### src/rtl/seven_seg_capture.sv
// seven_seg_capture
//   Loopback monitor for a two-digit multiplexed 7-segment display. Watches the
//   active-low segment/anode bus, waits for each pattern to dwell unchanged for
//   SETTLE_CYCLES edges, decodes it back to hex and presents completed digit
//   pairs on a valid/ready port.
// Ports
//   clk          rising-edge clock
//   reset        synchronous, active-high reset
//   seg_n[6:0]   segments, active low, seg_n[0]=a .. seg_n[6]=g
//   an_n[1:0]    anodes, active low: 2'b10 digit0, 2'b01 digit1
//   out_ready    consumer accepts the pair when out_valid && out_ready
//   out_valid    a recovered pair is held on out_d1/out_d0
//   out_d0/out_d1 recovered hex digits
//   bad_pattern  one-cycle pulse: settled pattern not a hex glyph
//   overrun      one-cycle pulse: good capture dropped while a pair is pending
module seven_seg_capture #(
  parameter int SETTLE_CYCLES = 4
) (
  input  logic       clk,
  input  logic       reset,
  input  logic [6:0] seg_n,
  input  logic [1:0] an_n,
  input  logic       out_ready,
  output logic       out_valid,
  output logic [3:0] out_d0,
  output logic [3:0] out_d1,
  output logic       bad_pattern,
  output logic       overrun
);

  localparam int CW = $clog2(SETTLE_CYCLES + 1);
  localparam logic [CW-1:0] SETTLE = CW'(SETTLE_CYCLES);

  typedef enum logic {COLLECT, PRESENT} state_t;

  // Returns {hit, hex}; hit=0 for anything outside the hex glyph set.
  function automatic logic [4:0] decode(input logic [6:0] s);
    case (s)
      7'b1000000: decode = 5'h10;
      7'b1111001: decode = 5'h11;
      7'b0100100: decode = 5'h12;
      7'b0110000: decode = 5'h13;
      7'b0011001: decode = 5'h14;
      7'b0010010: decode = 5'h15;
      7'b0000010: decode = 5'h16;
      7'b1111000: decode = 5'h17;
      7'b0000000: decode = 5'h18;
      7'b0010000: decode = 5'h19;
      7'b0001000: decode = 5'h1A;
      7'b0000011: decode = 5'h1B;
      7'b1000110: decode = 5'h1C;
      7'b0100001: decode = 5'h1D;
      7'b0000110: decode = 5'h1E;
      7'b0001110: decode = 5'h1F;
      default:    decode = 5'h00;
    endcase
  endfunction

  state_t          state, state_nx;
  logic [1:0]      prev_an_p0;
  logic [6:0]      prev_seg_p0;
  logic [CW-1:0]   cnt_p0, cnt_nx;
  logic            done_p0, done_nx;
  logic [1:0]      got, got_nx;
  logic [3:0]      d0_r, d1_r, d0_nx, d1_nx;
  logic            sel_ok, same, cap, hit, apply;
  logic [3:0]      hex;
  logic [4:0]      dec;

  // Dwell tracking: decide on this edge whether the sample has settled
  always_comb begin
    sel_ok = (an_n == 2'b10) || (an_n == 2'b01);
    same   = (an_n == prev_an_p0) && (seg_n == prev_seg_p0);
    cnt_nx = '0;
    if (sel_ok) begin
      if (same) cnt_nx = (cnt_p0 == SETTLE) ? SETTLE : cnt_p0 + 1'b1;
      else      cnt_nx = {{(CW-1){1'b0}}, 1'b1};
    end
    // The done flag survives only while the same valid sample keeps dwelling,
    // so a saturated counter cannot re-trigger a capture.
    cap     = sel_ok && (cnt_nx == SETTLE) && !(same && done_p0);
    done_nx = cap || (sel_ok && same && done_p0);
    dec     = decode(seg_n);
    hit     = dec[4];
    hex     = dec[3:0];
    // In PRESENT a good capture only lands if the pending pair leaves this edge.
    apply   = cap && hit && ((state == COLLECT) || out_ready);
    got_nx  = got;
    d0_nx   = d0_r;
    d1_nx   = d1_r;
    if (apply) begin
      if (an_n == 2'b10) begin
        got_nx[0] = 1'b1;
        d0_nx     = hex;
      end else begin
        got_nx[1] = 1'b1;
        d1_nx     = hex;
      end
    end
  end

  always_comb begin
    state_nx = state;
    case (state)
      COLLECT: if (got_nx == 2'b11) state_nx = PRESENT;
      PRESENT: if (out_ready)       state_nx = COLLECT;
      default:                      state_nx = COLLECT;
    endcase
  end

  always_ff @(posedge clk) begin
    if (reset) state <= COLLECT;
    else       state <= state_nx;
  end

  // Registered sample, dwell state and collection/presentation registers
  always_ff @(posedge clk) begin
    if (reset) begin
      prev_an_p0  <= '0;
      prev_seg_p0 <= '0;
      cnt_p0      <= '0;
      done_p0     <= 1'b0;
      got         <= '0;
      d0_r        <= '0;
      d1_r        <= '0;
      out_valid   <= 1'b0;
      out_d0      <= '0;
      out_d1      <= '0;
      bad_pattern <= 1'b0;
      overrun     <= 1'b0;
    end else begin
      prev_an_p0  <= an_n;
      prev_seg_p0 <= seg_n;
      cnt_p0      <= cnt_nx;
      done_p0     <= done_nx;
      d0_r        <= d0_nx;
      d1_r        <= d1_nx;
      bad_pattern <= cap && !hit;
      overrun     <= cap && hit && (state == PRESENT) && !out_ready;
      got         <= got_nx;
      if (state == COLLECT) begin
        if (got_nx == 2'b11) begin
          out_d0    <= d0_nx;
          out_d1    <= d1_nx;
          out_valid <= 1'b1;
          got       <= '0;
        end
      end else if (out_ready) begin
        out_valid <= 1'b0;
      end
    end
  end

endmodule

### config.mk
export PLATFORM = sky130hd
export DESIGN_NAME = seven_seg_capture
export DESIGN_NICKNAME = d
export VERILOG_FILES = /design/src/rtl/seven_seg_capture.sv
export SDC_FILE = /design/constraint.sdc
export NUM_CORES = 1
export LEC_CHECK = 0
export BUFFER_PORTS_ARGS = -buffer_cell sky130_fd_sc_hd__buf_4
export CAP_MARGIN = 15
export CORE_MARGIN = 2
export CORE_UTILIZATION = 55
export CTS_BUF_LIST = sky130_fd_sc_hd__clkbuf_2
export DETAILED_ROUTE_END_ITERATION = 10
export PLACE_DENSITY = 0.76
export SLEW_MARGIN = 20
export SYNTH_ARGS = -nofsm -noshare
export SYNTH_HDL_FRONTEND = slang
export SYNTH_SLANG_ARGS = --single-unit
### constraint.sdc
create_clock -name clk -period 3.15 [get_ports clk]
set_clock_uncertainty 0.2 [all_clocks]
set_input_delay 0.4725 -clock clk [delete_from_list [all_inputs] [get_ports clk]]
set_output_delay 0.4725 -clock clk [all_outputs]
set_load 0.005 [all_outputs]
==> results.sh, run 1 <==
export IMPL_status="finished, final reports clean"
export IMPL_clockPowerShare_pct=26.8
export IMPL_detail_route_antenna_nets=0
export IMPL_nets=233
export IMPL_max_freq_mhz=364.2
export IMPL_worst_setup_path_end_kind="flip-flop"
export IMPL_die_width_um=62.75
export IMPL_wirelength_um=3969
export IMPL_max_stage_delay_ps=510
export IMPL_met2_usage_pct=35.22
export IMPL_fillers=301
export IMPL_crit_buf_inv=1
export IMPL_die_area_sq_mm=0.003937
export IMPL_antenna_cells=0
export IMPL_pin_count=23
export IMPL_hpwl_um=2925
export IMPL_met1_usage_pct=30.50
export IMPL_postCtsSetupBuffers=0
export IMPL_cts_buffer_depth=2
export IMPL_root_buffer="clkbuf_2"
export IMPL_tns_ps=0
export IMPL_arrival_ps=2830
export IMPL_critPathLaunchType="flip-flop"
export IMPL_start_util_pct=56.88
export IMPL_worst_ir_drop_vdd_mv=0.1917
export IMPL_rsz0062_at_grt="no"
export IMPL_synth_async_reset_ratio_pct=0
export IMPL_cts_hold_buf=0
export IMPL_slew_headroom_pct=64.45
export IMPL_synth_edff_count=0
export IMPL_drt_iter0_markers=50
export IMPL_grt_max_degree=31
export IMPL_ys_flop_type="dfxtp_1"
export IMPL_synth_nets=216
export IMPL_drive_above_1_share_pct=21.00
export IMPL_critical_path_top_delay_family="compound AO/OA/AOI/OAI gates"
export IMPL_h_tree_depth=2
export IMPL_min_path_cells=2
export IMPL_core_area_sq_mm=0.003337
export IMPL_synth_most_common_cell="dfxtp_1"
export IMPL_reg2reg_slack_ps=400
export IMPL_ys_seq_area_share_pct=36.91
export IMPL_r2r_cells=7
export IMPL_fin_cells=265
export IMPL_p_sw_share_pct=27.39
export IMPL_cp_required_ps=3230
export IMPL_crit_cells=7
export IMPL_synth_top_cells_by_count="dfxtp_1 (35), nor2_1 (20), nand2_1 (10)"
export IMPL_cts_tree="built"
export IMPL_path_clk_slew_ps=170
export IMPL_combPwrFrac_pct=12.3
export IMPL_worst_setup_path_type="reg2reg"
export IMPL_finalSetupViolations=0
export IMPL_worstSkewPairLatency_ps=380
export IMPL_num_rows=21
export IMPL_yosysTopAreaCellShare_pct=36.91
export IMPL_switchingPower_w=0.0002043
export IMPL_hold_viol=0
export IMPL_worstMarginPinSlew_ps=533.3
export IMPL_synthTopCellsByArea="dfxtp_1 (37%), o31ai_2 (5.3%), mux2i_1 (4.7%)"
export IMPL_num_vias=1556
export IMPL_finalCritPeriodShare_pct=87.17
export IMPL_die_h_um=62.75
export IMPL_first_global_vias=1512
export IMPL_grt_first_pass_wirelength_um=7038
export IMPL_cts_buffers=5
export IMPL_dr_pass1_iters=4
export IMPL_grt_total_usage_pct=22.39
export IMPL_worstPathMaxFanout=6
export IMPL_grt_antenna_before_repair=0
export IMPL_wl_per_cell_um=14.98
export IMPL_overflow=0
export IMPL_avgSynthCellArea_sq_um=9.443
export IMPL_p_per_area_mw_per_mm2=354.5
export IMPL_crit_slowest_cell="a311oi_4"
export IMPL_crit_chain="inv_1 -> ha_1 -> a211oi_1 -> nand4b_1 -> a311oi_4 -> mux2i_1 -> o31ai_2"
export IMPL_power_internal_w=0.0005416
export IMPL_drv_slew=0
export IMPL_dp_cells=257
export IMPL_syn_inst=201
export IMPL_use_met3_pct=4.324
export IMPL_syn_to_final_growth_pct=10.88
export IMPL_portBuffers=22
export IMPL_busiest_layer="met2"
export IMPL_max_cap_violations=0
export IMPL_place_congestion=0.8877
export IMPL_cts_sinks=35
export IMPL_ys_types=49
export IMPL_cts_resized=0
export IMPL_drcViolationCount=0
export IMPL_yosys_warnings=0
export IMPL_power_share_sequential_pct=60.9
export IMPL_ys_ff_latch=35
export IMPL_detail_route_vias_per_cell=5.872
export IMPL_synth_top_cell_by_area="dfxtp_1"
export IMPL_netlist_area_sq_mm=0.001898
export IMPL_hold_class="in2reg"
export IMPL_fin_crit_ps=2746
export IMPL_p_leak_nw=0.7681
[per-layer routing]
metal / wire, um / vias to the layer above / share of wire, %
li1: - / 772 / -
met1: 1873 / 742 / 47
met2: 1885 / 35 / 47
met3: 147 / 7 / 3.7
met4: 62 / 0 / 1.6
met5: 0 / - / 0
[final timing paths]
path,from,to
worst max register to register,cnt_p0[0],out_d1[1]
worst max-delay path,cnt_p0[0],out_d1[1]
worst min register to register,out_valid,out_valid
worst min-delay path,an_n[1],prev_an_p0[1]
[cells by family after synthesis]
kind of cell / share of synthesized area [%]
and+or+nand+nor: 24.65
muxes: 4.746
adders and majority gates: 1.978
buffers and inverters: 4.812
DFF: 36.91
xor gates and xnor gates: 5.076
AOI/OAI and AO/OA: 21.82
[layout by cell type (no fill, tap or decap), types with 2 or more instances in the layout]
cell type	instances
nor3_1	5
nand2_1	10
a21oi_1	6
clkinv_1	2
a211oi_1	4
a311oi_4	2
and3_1	2
nand3_1	5
o31ai_2	8
nor4_1	2
clkbuf_2	6
o221a_1	2
buf_4	24
nor2_1	20
nand3b_1	6
inv_1	6
nor2b_1	9
o2111ai_1	8
ha_1	3
xor2_1	5
nand2b_1	4
dfxtp_1	35
mux2i_1	9
nand4b_1	2
nor4bb_1	3
xnor2_1	6
nand4_1	2
or3b_1	3
[area by class of cell]
cell class	instances	area, sq um	area share (%)
clock buffers	6	30.03	1.427
clock inverters	2	7.507	0.3567
inverters	6	22.52	1.070
multi-input cells	146	1106	52.56
flip-flops and latches	35	700.7	33.29
well taps	46	57.56	2.735
repair buffers	24	180.2	8.561
[sequential cells by signal (all words and copies together), names as in the netlist, 2 cells and up, named ones only]
name,count
cnt_p0,3
d0_r,4
d1_r,4
out_d0,4
out_d1,4
prev_an_p0,2
prev_seg_p0,7
[power by group through the flow]
stage	sequential, W	combinational, W	clock (W)
3_3_place_gp	0.000463	0.0000893	0
5_1_grt	0.000455	0.000102	0.000222
4_1_cts	0.000454	0.0000922	0.000205
3_5_place_dp	0.000464	0.0000921	0
6_report	0.000454	0.0000921	0.000200
2_1_floorplan	0.000463	0.0000678	0
[metrics by stage]
step / utilization (%) / power, W / hold slack, ps / setup WS [ps] / area [sq um]
after floorplan: - / 0.0005305 / 252.7 / 586.5 / 1898
after detailed placement: 61.94 / 0.0005556 / 256.6 / 303.9 / 2067
after global placement: 61.94 / 0.0005525 / 246.3 / 367.3 / 2067
after CTS: 63.07 / 0.0007517 / 100.1 / 424.6 / 2105
after global routing: 63.07 / 0.0007784 / 107.2 / 183.5 / 2105
final: 63.07 / 0.0007460 / 116.3 / 404.3 / 2105
(Power assumes the default switching activity.)
==> run 2: changes to the inputs <==
--- a/config.mk
+++ b/config.mk
@@ -8,10 +8,9 @@
 export BUFFER_PORTS_ARGS = -buffer_cell sky130_fd_sc_hd__buf_4
 export CAP_MARGIN = 15
 export CORE_MARGIN = 2
-export CORE_UTILIZATION = 55
-export CTS_BUF_LIST = sky130_fd_sc_hd__clkbuf_2
+export CORE_UTILIZATION = 35
+export CTS_BUF_LIST = sky130_fd_sc_hd__clkbuf_4 sky130_fd_sc_hd__clkbuf_8
 export DETAILED_ROUTE_END_ITERATION = 10
-export PLACE_DENSITY = 0.76
 export SLEW_MARGIN = 20
 export SYNTH_ARGS = -nofsm -noshare
 export SYNTH_HDL_FRONTEND = slang
==> run 2 against run 1 <==
Effect of this change: worst setup slack improved by 42 ps; flip-flop and latch count unchanged; critical path depth unchanged; largest power group unchanged; critical path type unchanged; fmax increased by 1.5%; combinational power decreased by 1%; power increased by 16%; largest cell class unchanged; sequential share of layout area decreased by 1.2 points; clock power increased by 61%; non-clock buffer count unchanged.
==> results.sh, run 2 (synthesis gave the netlist of run 1 again) <==
export IMPL_power_share_sequential_pct=52.3
export IMPL_cts_buffers=5
export IMPL_rsz0062_at_grt="no"
export IMPL_nets=233
export IMPL_final_common_cell="dfxtp_1"
export IMPL_largest_reg_flops=7
export IMPL_worstReg2RegEnd="out_d0[1]"
export IMPL_drt_iter0_markers=50
export IMPL_worstMarginPinSlew_ps=500.1
export IMPL_grt_total_usage_pct=14.17
export IMPL_critPathLaunchType="flip-flop"
export IMPL_hold_class="in2reg"
export IMPL_crit_chain="inv_1 -> ha_1 -> a211oi_1 -> nand4b_1 -> a311oi_4 -> mux2i_1 -> o31ai_2"
export IMPL_first_global_vias=1453
export IMPL_portBuffers=22
export IMPL_final_area_sq_mm=0.002185
export IMPL_core_area_sq_mm=0.005172
export IMPL_place_congestion=0.7173
export IMPL_wirelength_um=3932
export IMPL_h_tree_depth=2
export IMPL_utilization_pct=42.24
export IMPL_power_internal_w=0.0006581
export IMPL_p_sw_share_pct=24.03
export IMPL_cts_tree="built"
export IMPL_dr_pass1_iters=4
export IMPL_clockPowerShare_pct=37.2
export IMPL_top_register="prev_seg_p0"
export IMPL_min_path_cells=2
export IMPL_finalSetupViolations=0
export IMPL_max_freq_mhz=369.8
export IMPL_antenna_cells=0
export IMPL_drive_above_1_share_pct=21.56
export IMPL_arrival_ps=2670
export IMPL_combPwrFrac_pct=10.5
export IMPL_fin_hold_ws_ps=235.2
export IMPL_cts_hold_buf=0
export IMPL_grt_first_pass_wirelength_um=6844
export IMPL_start_util_pct=36.70
export IMPL_status="finished, final reports clean"
export IMPL_max_cap_violations=0
export IMPL_grt_max_degree=31
export IMPL_num_vias=1528
export IMPL_worstPathMaxFanout=6
export IMPL_reg2reg_slack_ps=450
export IMPL_slew_headroom_pct=66.66
export IMPL_postCtsSetupBuffers=0
export IMPL_drcViolationCount=0
export IMPL_detail_route_vias_per_cell=5.306
export IMPL_pin_count=23
export IMPL_worst_setup_path_type="reg2reg"
export IMPL_cts_buffer_depth=2
export IMPL_worstHoldStart="an_n[1]"
export IMPL_p_per_area_mw_per_mm2=396.5
export IMPL_reg2reg_from="cnt_p0[0]"
export IMPL_hpwl_um=2784
export IMPL_detail_route_antenna_nets=0
export IMPL_die_h_um=77.64
export IMPL_finalCritPeriodShare_pct=85.85
export IMPL_fin_crit_ps=2704
export IMPL_syn_to_final_growth_pct=15.10
export IMPL_p_leak_nw=0.7864
export IMPL_cts_sinks=35
export IMPL_die_width_um=77.64
export IMPL_root_buffer="clkbuf_8"
export IMPL_die_area_sq_mm=0.006028
export IMPL_r2r_cells=7
export IMPL_hold_end="prev_an_p0[1]"
export IMPL_cts_resized=0
export IMPL_worst_ir_drop_vdd_mv=0.1255
export IMPL_switchingPower_w=0.0002082
export IMPL_wl_per_cell_um=13.65
export IMPL_tns_ps=0
export IMPL_worstSkewPairLatency_ps=290
export IMPL_placed_area_sq_mm=0.002097
export IMPL_power_w=0.0008663
export IMPL_grt_antenna_before_repair=0
export IMPL_path_clk_slew_ps=60
export IMPL_mostFrequentLayoutCells="dfxtp_1 (35), buf_4 (24), nor2_1 (20)"
export IMPL_cp_required_ps=3110
export IMPL_num_rows=26
export IMPL_max_stage_delay_ps=550
export IMPL_hold_viol=0
export IMPL_crit_slowest_cell="a311oi_4"
export IMPL_overflow=0
export IMPL_worst_setup_path_end_kind="flip-flop"
export IMPL_drv_slew=0
==> run 2: changes by cell type in the layout (fill, tap and decap cells not counted) <==
cell	delta
clkinv_1	-2
clkbuf_8	+6
clkinv_2	+1
clkbuf_2	-6
==> run 2: stage by stage <==
stage,setup WS (ps),std cells
after floorplan,586.5,201
after global placement,270.0,281
after detailed placement,258.0,281
after CTS,436.5,288
after global routing,214.9,288
final,445.8,288
==> run 2: layout make-up <==
| type | instances | area, sq um |
|---|---|---|
| Clock inverter | 1 | 5.005 |
| Multi-Input combinational cell | 146 | 1106 |
| Sequential cell | 35 | 700.7 |
| Inverter | 6 | 22.52 |
| Timing Repair Buffer | 24 | 180.2 |
| Clock buffer | 6 | 82.58 |
| Fill cell | 489 | 2988 |
| Tap cell | 70 | 87.58 |
==> run 2: worst max path at each step <==
stage	from	end	cells past startpoint
floorplan	seg_n[6]	out_d1[0]	7
global placement	seg_n[2]	out_d1[0]	7
detailed placement	seg_n[2]	out_d1[0]	7
CTS	cnt_p0[0]	out_d0[1]	7
global route	cnt_p0[0]	out_d0[1]	7
finish	cnt_p0[0]	out_d0[1]	7
==> run 2: power by group through the flow <==
stage | Sequential, W | Combinational [W] | Clock, W
after detailed placement | 0.000463 | 0.0000908 | 0
after global routing | 0.000454 | 0.000102 | 0.000350
after global placement | 0.000463 | 0.0000905 | 0
after CTS | 0.000453 | 0.0000911 | 0.000331
after floorplan | 0.000463 | 0.0000678 | 0
final | 0.000453 | 0.0000908 | 0.000322
==> run 2: routing by layer <==
| layer | share of wire, % | global-route usage [%] | up-vias |
|---|---|---|---|
| met5 | 0 | 0 | - |
| met4 | 2.0 | 6.429 | 0 |
| met3 | 3.4 | 2.791 | 8 |
| met2 | 44 | 21.98 | 26 |
| met1 | 51 | 18.96 | 725 |
| li1 | - | - | 769 |
==> run 2: critical path, delay by kind of cell (launching register included) <==
family,cells,cell delay [ps]
AO/OA/AOI/OAI,3,1000
adder cells (fa/ha/maj),1,310
buffers and inverters,1,70
flip-flops,1,380
multiplexers,1,340
AND/OR/NAND/NOR,1,290
==> run 3: changes to the inputs <==
--- a/config.mk
+++ b/config.mk
@@ -8,7 +8,7 @@
 export BUFFER_PORTS_ARGS = -buffer_cell sky130_fd_sc_hd__buf_4
 export CAP_MARGIN = 15
 export CORE_MARGIN = 2
-export CORE_UTILIZATION = 35
+export CORE_UTILIZATION = 41
 export CTS_BUF_LIST = sky130_fd_sc_hd__clkbuf_4 sky130_fd_sc_hd__clkbuf_8
 export DETAILED_ROUTE_END_ITERATION = 10
 export SLEW_MARGIN = 20
==> run 3 against run 2 <==
Effect of this change: die area shrank 14%; count of clock-buffer cells in the layout unchanged; fmax fell by 0.21%; first-iteration DRC count is 50% higher; clock power increased by 1%; register-to-register slack barely moved; flip-flop and latch count stayed put; non-clock buffer count increased by 1; critical path depth unchanged; routed wire length up 6.1%; via count is 3.3% higher; core utilization grew 6.9 points.
==> results.sh, run 3 (synthesis gave the netlist of run 1 again) <==
export IMPL_wirelength_um=4171
export IMPL_drive_above_1_share_pct=22.27
export IMPL_p_per_area_mw_per_mm2=402.0
export IMPL_cts_hold_buf=0
export IMPL_cp_required_ps=3130
export IMPL_max_freq_mhz=369.0
export IMPL_worstPathMaxFanout=6
export IMPL_crit_slowest_cell="a311oi_4"
export IMPL_finalCritPeriodShare_pct=86.03
export IMPL_die_h_um=72.04
export IMPL_detail_route_antenna_nets=0
export IMPL_drt_iter0_markers=75
export IMPL_place_congestion=0.9032
export IMPL_final_common_cell="dfxtp_1"
export IMPL_max_cap_violations=0
export IMPL_portBuffers=22
export IMPL_worst_setup_path_end_kind="flip-flop"
export IMPL_dr_pass1_iters=5
export IMPL_path_clk_slew_ps=70
export IMPL_critPathLaunchType="flip-flop"
export IMPL_hpwl_um=3053
export IMPL_postCtsSetupBuffers=0
export IMPL_drv_slew=0
export IMPL_cts_sinks=35
export IMPL_max_stage_delay_ps=520
export IMPL_grt_max_degree=31
export IMPL_grt_total_usage_pct=17.33
export IMPL_top_register="prev_seg_p0"
export IMPL_start_util_pct=43.00
export IMPL_h_tree_depth=2
export IMPL_grt_antenna_before_repair=0
export IMPL_rsz0062_at_grt="no"
export IMPL_core_area_sq_mm=0.004414
export IMPL_syn_to_final_growth_pct=14.37
export IMPL_drcViolationCount=0
export IMPL_antenna_cells=0
export IMPL_largest_reg_flops=7
export IMPL_worst_setup_path_type="reg2reg"
export IMPL_cts_resized=0
export IMPL_die_width_um=72.04
export IMPL_num_vias=1579
export IMPL_wl_per_cell_um=15.33
export IMPL_mostFrequentLayoutCells="dfxtp_1 (35), buf_4 (25), nor2_1 (20)"
export IMPL_first_global_vias=1427
export IMPL_power_w=0.0008727
export IMPL_cts_tree="built"
export IMPL_grt_first_pass_wirelength_um=6948
export IMPL_top_layer_used="met4"
export IMPL_tns_ps=0
export IMPL_status="finished, final reports clean"
export IMPL_worst_ir_drop_vdd_mv=0.1361
export IMPL_crit_chain="inv_1 -> ha_1 -> a211oi_1 -> nand4b_1 -> a311oi_4 -> mux2i_1 -> o31ai_2"
export IMPL_worstMarginPinSlew_ps=514.8
export IMPL_fin_crit_ps=2710
export IMPL_pin_count=23
export IMPL_num_rows=24
export IMPL_cts_buffers=5
export IMPL_root_buffer="clkbuf_8"
export IMPL_finalSetupViolations=0
export IMPL_worstSkewPairLatency_ps=290
export IMPL_die_area_sq_mm=0.005190
export IMPL_hold_class="in2reg"
export IMPL_slew_headroom_pct=65.68
export IMPL_nets=234
export IMPL_cts_buffer_depth=2
export IMPL_overflow=0
export IMPL_arrival_ps=2680
export IMPL_wl_met1_um=2058
export IMPL_detail_route_vias_per_cell=5.805
export IMPL_hold_viol=0
export IMPL_p_leak_nw=0.7888
export IMPL_route_met2_wl_um=1904
export IMPL_wl_met3_um=129
run 3: cell types whose count changed in the layout (fill, tap and decap cells not counted), sizes merged:
cell and delta:
buf +1, clkinvlp +1
run 3: report_power, final:
| part | leakage [nW] | switching, W | internal [W] |
|---|---|---|---|
| sequential | 0.285 | 0.00000353 | 0.000449 |
| clock | 0.0446 | 0.000163 | 0.000163 |
| combinational | 0.460 | 0.0000555 | 0.0000379 |
| total | 0.789 | 0.000222 | 0.000650 |
run 3: through the flow:
stage          std cells  area, sq um  utilization [%]  hold slack, ps  setup slack, ps
4_1_cts              272         2171            49.18           248.7            443.4
2_1_floorplan        201         1898                -           252.7            586.5
5_1_grt              272         2171            49.18           259.7            272.3
6_report             272         2171            49.18           243.6            440.1
3_5_place_dp         264         2082            47.17           251.5            236.2
3_3_place_gp         264         2082            47.17           246.2            292.1
run 3: area by class of cell:
type | instances | area (sq um)
clock buffers | 6 | 76.32
repair buffers | 25 | 187.7
clock inverters | 2 | 12.51
well taps | 52 | 65.06
fillers | 421 | 2243
inverters | 6 | 22.52
flip-flops and latches | 35 | 700.7
multi-input cells | 146 | 1106
run 3: routing by layer:
layer  vias up  global-route usage (%)
li1        777                       -
met1       766                   23.48
met2        29                   26.44
met3         7                   4.167
met4         0                   7.338
met5         -                       0
run 3: path summary, 6_finish.rpt:
kind                  start            end  slack (ps)  cells after the start
setup / recovery  cnt_p0[0]      out_d1[2]         440                      7
hold / removal      an_n[1]  prev_an_p0[1]         240                      2
setup reg to reg  cnt_p0[0]      out_d1[2]         440                      7
hold reg to reg   out_valid      out_valid         260                      2
run 3: worst max-delay path, delay by kind of cell, from the launching register on:
family | cells | cell delay [ps]
and+or+nand+nor | 1 | 290
adders and majority gates | 1 | 300
AOI/OAI and AO/OA | 3 | 930
muxes | 1 | 410
buffers and inverters | 1 | 80
DFF | 1 | 380
